==> src/rtl/gpio_mmio_responder.sv <==
// Memory-mapped GPIO responder: 16-byte register window with an output latch,
// a synchronized and debounced input path, sticky edge flags and a masked irq.
module gpio_mmio_responder #(
    parameter logic [31:0] BASE_ADDR  = 32'h1001_0000,
    parameter int unsigned GPIO_W     = 8,
    parameter int unsigned DEB_CYCLES = 4
) (
    input  logic              clk,
    input  logic              reset,
    input  logic              Write_Enable_i,
    input  logic [31:0]       Address_i,
    input  logic [31:0]       Write_Data,
    output logic [31:0]       Read_Data,
    output logic              Sel_o,
    input  logic [GPIO_W-1:0] GPIO_i,
    output logic [GPIO_W-1:0] GPIO_o,
    output logic              irq_o
);

    localparam int unsigned CNT_W = (DEB_CYCLES > 1) ? $clog2(DEB_CYCLES) : 1;
    localparam logic [CNT_W-1:0] CNT_MAX = CNT_W'(DEB_CYCLES - 1);
    localparam int unsigned FALL_LSB = 16;

    localparam logic [1:0] OFF_OUT  = 2'd0;
    localparam logic [1:0] OFF_IN   = 2'd1;
    localparam logic [1:0] OFF_EDGE = 2'd2;
    localparam logic [1:0] OFF_MASK = 2'd3;

    logic [GPIO_W-1:0] out_q, out_d;
    logic [GPIO_W-1:0] in_q, in_d;
    logic [GPIO_W-1:0] rise_q, rise_d;
    logic [GPIO_W-1:0] fall_q, fall_d;
    logic [GPIO_W-1:0] mask_q, mask_d;
    logic [GPIO_W-1:0] sync1_q, sync2_q, cand_q;
    logic [CNT_W-1:0]  cnt_q, cnt_d;

    logic [1:0]  offset;
    logic        wr_en;
    logic        commit;
    logic [31:0] rd_word;
    logic        unused_bits;

    assign offset = Address_i[3:2];
    assign Sel_o  = (Address_i[31:4] == BASE_ADDR[31:4]);
    assign wr_en  = Write_Enable_i && Sel_o;
    assign commit = (sync2_q == cand_q) && (cnt_q == CNT_MAX);
    assign GPIO_o = out_q;
    assign irq_o  = |((rise_q | fall_q) & mask_q);

    // Byte-lane bits and bus bits above the pin range carry no state.
    assign unused_bits = &{1'b0, Address_i[1:0], Write_Data};

    // Next-state: bus writes, debounce counter, commit and edge flags (set beats W1C).
    always_comb begin
        out_d  = out_q;
        in_d   = in_q;
        rise_d = rise_q;
        fall_d = fall_q;
        mask_d = mask_q;
        cnt_d  = cnt_q;

        if (wr_en && offset == OFF_OUT)  out_d  = Write_Data[GPIO_W-1:0];
        if (wr_en && offset == OFF_MASK) mask_d = Write_Data[GPIO_W-1:0];
        if (wr_en && offset == OFF_EDGE) begin
            rise_d = rise_d & ~Write_Data[GPIO_W-1:0];
            fall_d = fall_d & ~Write_Data[FALL_LSB +: GPIO_W];
        end

        if (sync2_q != cand_q)      cnt_d = '0;
        else if (cnt_q != CNT_MAX)  cnt_d = cnt_q + CNT_W'(1);

        if (commit) begin
            in_d   = cand_q;
            rise_d = rise_d | (cand_q & ~in_q);
            fall_d = fall_d | (~cand_q & in_q);
        end
    end

    // Read mux; zero whenever the window is not selected.
    always_comb begin
        rd_word = '0;
        case (offset)
            OFF_OUT:  rd_word[GPIO_W-1:0] = out_q;
            OFF_IN:   rd_word[GPIO_W-1:0] = in_q;
            OFF_EDGE: begin
                rd_word[GPIO_W-1:0]          = rise_q;
                rd_word[FALL_LSB +: GPIO_W]  = fall_q;
            end
            default:  rd_word[GPIO_W-1:0] = mask_q;
        endcase
        Read_Data = Sel_o ? rd_word : 32'h0;
    end

    // State registers with synchronous active-low clear that overrides everything.
    always_ff @(posedge clk) begin
        if (!reset) begin
            out_q   <= '0;
            in_q    <= '0;
            rise_q  <= '0;
            fall_q  <= '0;
            mask_q  <= '0;
            sync1_q <= '0;
            sync2_q <= '0;
            cand_q  <= '0;
            cnt_q   <= '0;
        end else begin
            out_q   <= out_d;
            in_q    <= in_d;
            rise_q  <= rise_d;
            fall_q  <= fall_d;
            mask_q  <= mask_d;
            sync1_q <= GPIO_i;
            sync2_q <= sync1_q;
            cand_q  <= sync2_q;
            cnt_q   <= cnt_d;
        end
    end

endmodule

==> config.mk <==
export PLATFORM = sky130hd
export DESIGN_NAME = gpio_mmio_responder
export DESIGN_NICKNAME = d
export VERILOG_FILES = /design/src/rtl/gpio_mmio_responder.sv
export SDC_FILE = /design/constraint.sdc
export NUM_CORES = 1
export LEC_CHECK = 0
export BUFFER_PORTS_ARGS = -buffer_cell sky130_fd_sc_hd__clkbuf_2
export CAP_MARGIN = 40
export CORE_MARGIN = 4
export CORE_UTILIZATION = 27
export DETAILED_ROUTE_END_ITERATION = 8
export PLACE_DENSITY_LB_ADDON = 0.05
export REMOVE_ABC_BUFFERS = 1
export SETUP_SLACK_MARGIN = 0.5
export SLEW_MARGIN = 20
export SYNTH_ARGS = -nofsm -noshare
export SYNTH_HDL_FRONTEND = slang
export SYNTH_SLANG_ARGS = --single-unit
==> constraint.sdc <==
create_clock -name clk -period 2 [get_ports clk]
set_input_delay 0.2 -clock clk [delete_from_list [all_inputs] [get_ports clk]]
set_output_delay 0.2 -clock clk [all_outputs]
set_load 0.01 [all_outputs]
### After elaboration in Yosys (flattened, before gate mapping)

Cells that the tools add are included.

| cells by class | value |
|---|---|
| $add $sub $neg | 1 |
| bitwise gates (word level) | 13 |
| reduce and logical (&&, ||, !) cells | 8 |
| multiplexer cells | 7 |
| equality and inequality tests | 8 |

Operator list:

| cell | number |
|---|---|
| 8-bit bitwise AND | 5 |
| 8-bit 2-to-1 mux | 5 |
| 8-bit NOT | 4 |
| 28-bit by 25-bit equality test with 1-bit output, second input constant | 1 |
| 24-bit 2-to-1 mux | 1 |
| 8-bit OR | 3 |
| 8-bit one-hot mux with 3 select lines | 1 |
| 8-bit equality test | 1 |
| 8-bit inequality test | 1 |
| 8-bit OR reduction | 1 |
| 2-bit equality test, second input constant | 3 |
| 1-bit logical AND | 5 |
| 2-bit by 1-bit adder with 2-bit output, second input constant | 1 |
| 2-bit by 1-bit equality test with 1-bit output, second input constant | 1 |
| 2-bit zero test | 1 |
| 2-bit inequality test, second input constant | 1 |
| 2-bit OR reduction | 1 |
| 1-bit NOT | 1 |

| word-level totals | value |
|---|---|
| bits of input ports | 75 |
| output and inout bits | 42 |
| logic and storage cells | 46 |
| bits in registers | 66 |

### Longest topological paths before layout

| logic depth | value |
|---|---|
| word-level depth | 6 |
| gate-level depth with buffers | 7 |
| gate-level depth less buffers | 5 |

### Worst setup path after synthesis

OpenSTA, ideal clock, no wires.

| path | value |
|---|---|
| kind | input to output |
| start | in Address_i[14] |
| end | out Read_Data[16] |
| slack | 154 ps |
| cell stages on the path | 6 |
| buffers on the path | 1 |
| required time | 1800 ps |
| data arrival time | 1646 ps |
| path through | nor4b_2 nand4_2 or2_2 clkbuf_1 nor2_1 and2_1 |

| between the ends | value |
|---|---|
| longest elaborated chain between the ends | 2 |

Ends and longest elaborated chain:

| item | line | text |
|---|---|---|
| from (decl) | 11 | `input logic [31:0] Address_i,` |
| 28-bit by 25-bit equality test with 1-bit output | 44 | `assign Sel_o = (Address_i[31:4] == BASE_ADDR[31:4]);` |
| 24-bit 2-to-1 mux | 91 | `Read_Data = Sel_o ? rd_word : 32'h0;` |
| to (decl) | 13 | `output logic [31:0] Read_Data,` |

No other way between the ends.

### Worst setup path in the final report

| path | value |
|---|---|
| start | in Address_i[19] |
| end | out Read_Data[23] |

Same word-level chain as after synthesis.

==> results.toml <==
[outcome]
status = "finished clean"

[power_and_ir_drop]
power_density_nw_per_um2 = 727
ir_worst_vdd_mv = 0.456
p_leak_nw = 1.81

[timing]
rsz0062_at_grt = "true"
final_max_slew_viol_count = 0
finalSetupTns_ps = 0
hold_viol_final = 0
skew_ps = 6.11
min_period_ps = 1740
period_share_pct = 87.0
setup_violations = 0
clock.fmax_mhz = 575

[route]
viasPerCell = 4.48
dr.pass1.iters = 4
finalWirelength_mm = 8.20
vias = 2463
drt_iter0_drc = 67
antenna_left = 0
post_drt_wl_per_cell_um = 14.9
drc = 0

[floorplan]
die_h_um = 114
fp.coreArea_um2 = 10900
die-area_um2 = 13000
ioPinCount = 117
initial_core_util_pct = 27.8
die_w_um = 114
fp-row-count = 38

[worst_setup_path]
worstSetupPathType = "in -> out"
cp.arrival_ps = 1540
endpoint_kind = "output pin"
path_common_cell = "clkbuf_2"
start_kind = "primary input"
worst_ep_required_time_ps = 1800
crit_fanout = 3
timing.rr.start = "cand_q[4]"
cpPeakStageDelay_ps = 300
cp_cell_sequence = "clkbuf_2, nor4_2, nand3_2, or2_4, nor2_4, buf_6, and2_4, clkbuf_2"
cp_slowest_cell = "nor4_2"
cp-startpoint = "Address_i[19]"

[clocking]
clock_latency_ps = 330
clk_path_buf_depth = 2
root_buffer = "clkbuf_16"
cts_tree = "yes"
htree_levels = 3
cts_sinks = 66
numCtsBuffers = 9
path_clk_slew_ps = 60

[grt]
track_usage_pct = 12.5
grt_pass1_vias = 2342
grt_max_degree = 35
grt_pass1_wl_mm = 12.4
antenna_found_initial = 0
grt-ovfl-total = 0

[synth]
synth.avg_cell_area_um2 = 10.1
yosys.cell_count.top_type = "dfxtp_1"
yosys.area.top_type = "dfxtp_1"
async_flop_share_pct = 0
synth.top_cell.area_share_pct = 43.4
synth_area_leaders = "dfxtp_1 (43%), nor2b_1 (8.2%), and2_1 (6.8%), mux4_2 (5.9%), mux2i_1 (5.6%)"
synthDistinctLibCells = 29
synth_ff_type = "dfxtp_1"
syn_inst = 302
syn_area_um2 = 3040
synthTopCellsByCount = "dfxtp_1 (66), nor2b_1 (40), and2_1 (33)"
yosysWarnings = 0
synth-edff-count = 0
synth_seq_cells = 66
yosysSeqAreaShare_pct = 43.4

[hold_path]
min-delay-start = "GPIO_i[2]"
holdCritPathClass = "in -> reg"

[placement]
globalplace.congestion = 0.745
place_inst = 525
io_buffer_count = 82
dp_hpwl_mm = 5.80

[layout]
multiInputGateArea_um2 = 1740
synthToLayoutAreaGrowth_pct = 41.5
n_fill_cell = 1138
fin_cells = 550
seqCellArea_um2 = 1340
nets = 481
final_layout_size_suffix_gt1_share_pct = 43.4
diodes = 0

[run]
cap_viol_max_count = 0
flip-flops by register name, indices dropped and copies added (netlist names):
signal and cells:
cnt_q 2, sync2_q 8, cand_q 8, mask_q 8, fall_q 8, sync1_q 8
rise_q 8, GPIO_o 8, in_q 8
power breakdown:
part	leakage, nW	internal, W	switching, W
clock	0.150	0.000973	0.000610
sequential	0.540	0.00133	0.0000124
combinational	1.12	0.0000949	0.000106
cells by family (layout without fill, tap and decap cells):
group | after synthesis | after routing | synth area share (%)
simple gates | 133 | 133 | 27.4
mux | 25 | 25 | 11.5
buf+inv | 35 | 128 | 6.70
flops | 66 | 66 | 43.4
fa+ha+maj | 1 | 1 | 0.411
compound gates | 32 | 32 | 7.89
xor+xnor | 9 | 9 | 2.59
other cells | 1 | 16 | 0.123
worst paths after layout:
kind                                       to  slack [ps]  cells past startpoint
worst max-delay path            Read_Data[23]         260                      8
worst min-delay path               sync1_q[2]          70                      2
worst max register to register      fall_q[6]         360                      6
worst min register to register     sync2_q[3]         430                      1
area by class of cell:
class	count	share of cell area (%)
repair buffers	109	17.4
multi-input cells	216	40.3
clock buffers	9	5.23
clock inverters	7	1.74
flip-flops and latches	66	31.0
well taps	140	4.07
inverters	3	0.261
what timing repair did:
item | CTS | global route
hold endpoints to repair | 0 | 0
cloned | 1 | 1
endpoints found under the setup margin | 58 | 58
pin swaps | 12 | 13
resized for setup | 38 | 56
hold buffers | 0 | 0
setup buffers | 4 | 3
critical path: cells and delay by family:
kind / cells / cell delay [ps]
and+or+nand+nor: 5 / 1000
buffers and inverters: 3 / 340
placed cells by master, fill, tap and decap left out, types with 2 or more instances in the layout:
| cell | instances |
|---|---|
| clkbuf_2 | 71 |
| dfxtp_1 | 59 |
| nor2b_1 | 38 |
| nand2_1 | 28 |
| and2_1 | 26 |
| mux2i_1 | 17 |
| a32o_1 | 16 |
| conb_1 | 16 |
| buf_6 | 16 |
| buf_4 | 13 |
| clkbuf_16 | 9 |
| mux4_2 | 8 |
| o21ai_2 | 8 |
| nor4_4 | 7 |
| and2_4 | 7 |
| o21ai_1 | 6 |
| nand3_1 | 6 |
| xnor2_1 | 5 |
| dfxtp_2 | 5 |
| buf_2 | 4 |
| nand3_2 | 3 |
| inv_1 | 3 |
| nand4_1 | 3 |
| xnor2_2 | 3 |
| nor2_1 | 3 |
| or2_4 | 2 |
| nor2b_2 | 2 |
| o21ai_0 | 2 |
| dfxtp_4 | 2 |
| clkinv_2 | 2 |
| clkinv_4 | 2 |
| inv_6 | 2 |
| buf_12 | 2 |
| buf_8 | 2 |
stage by stage:
| step | util, % | hold WS [ps] | cell area, um^2 | setup WS [ps] | power [W] |
|---|---|---|---|---|---|
| 2_1_floorplan | - | 322 | 2910 | 134 | 0.00145 |
| 3_3_place_gp | 33.3 | 408 | 3640 | 20.3 | 0.00156 |
| 3_5_place_dp | 33.3 | 410 | 3640 | 9.30 | 0.00156 |
| 4_1_cts | 37.6 | 64.2 | 4110 | 231 | 0.00317 |
| 5_1_grt | 39.4 | 60.3 | 4310 | 187 | 0.00327 |
| 6_report | 39.4 | 74.3 | 4310 | 260 | 0.00313 |
per-layer routing:
| layer | share of wire (%) | global-route usage, % |
|---|---|---|
| met5 | 0 | 0 |
| met4 | 1.0 | 3.09 |
| met3 | 7.6 | 4.07 |
| met2 | 48 | 21.0 |
| met1 | 44 | 15.6 |
No activity file was read; power rests on OpenSTA's default activity.
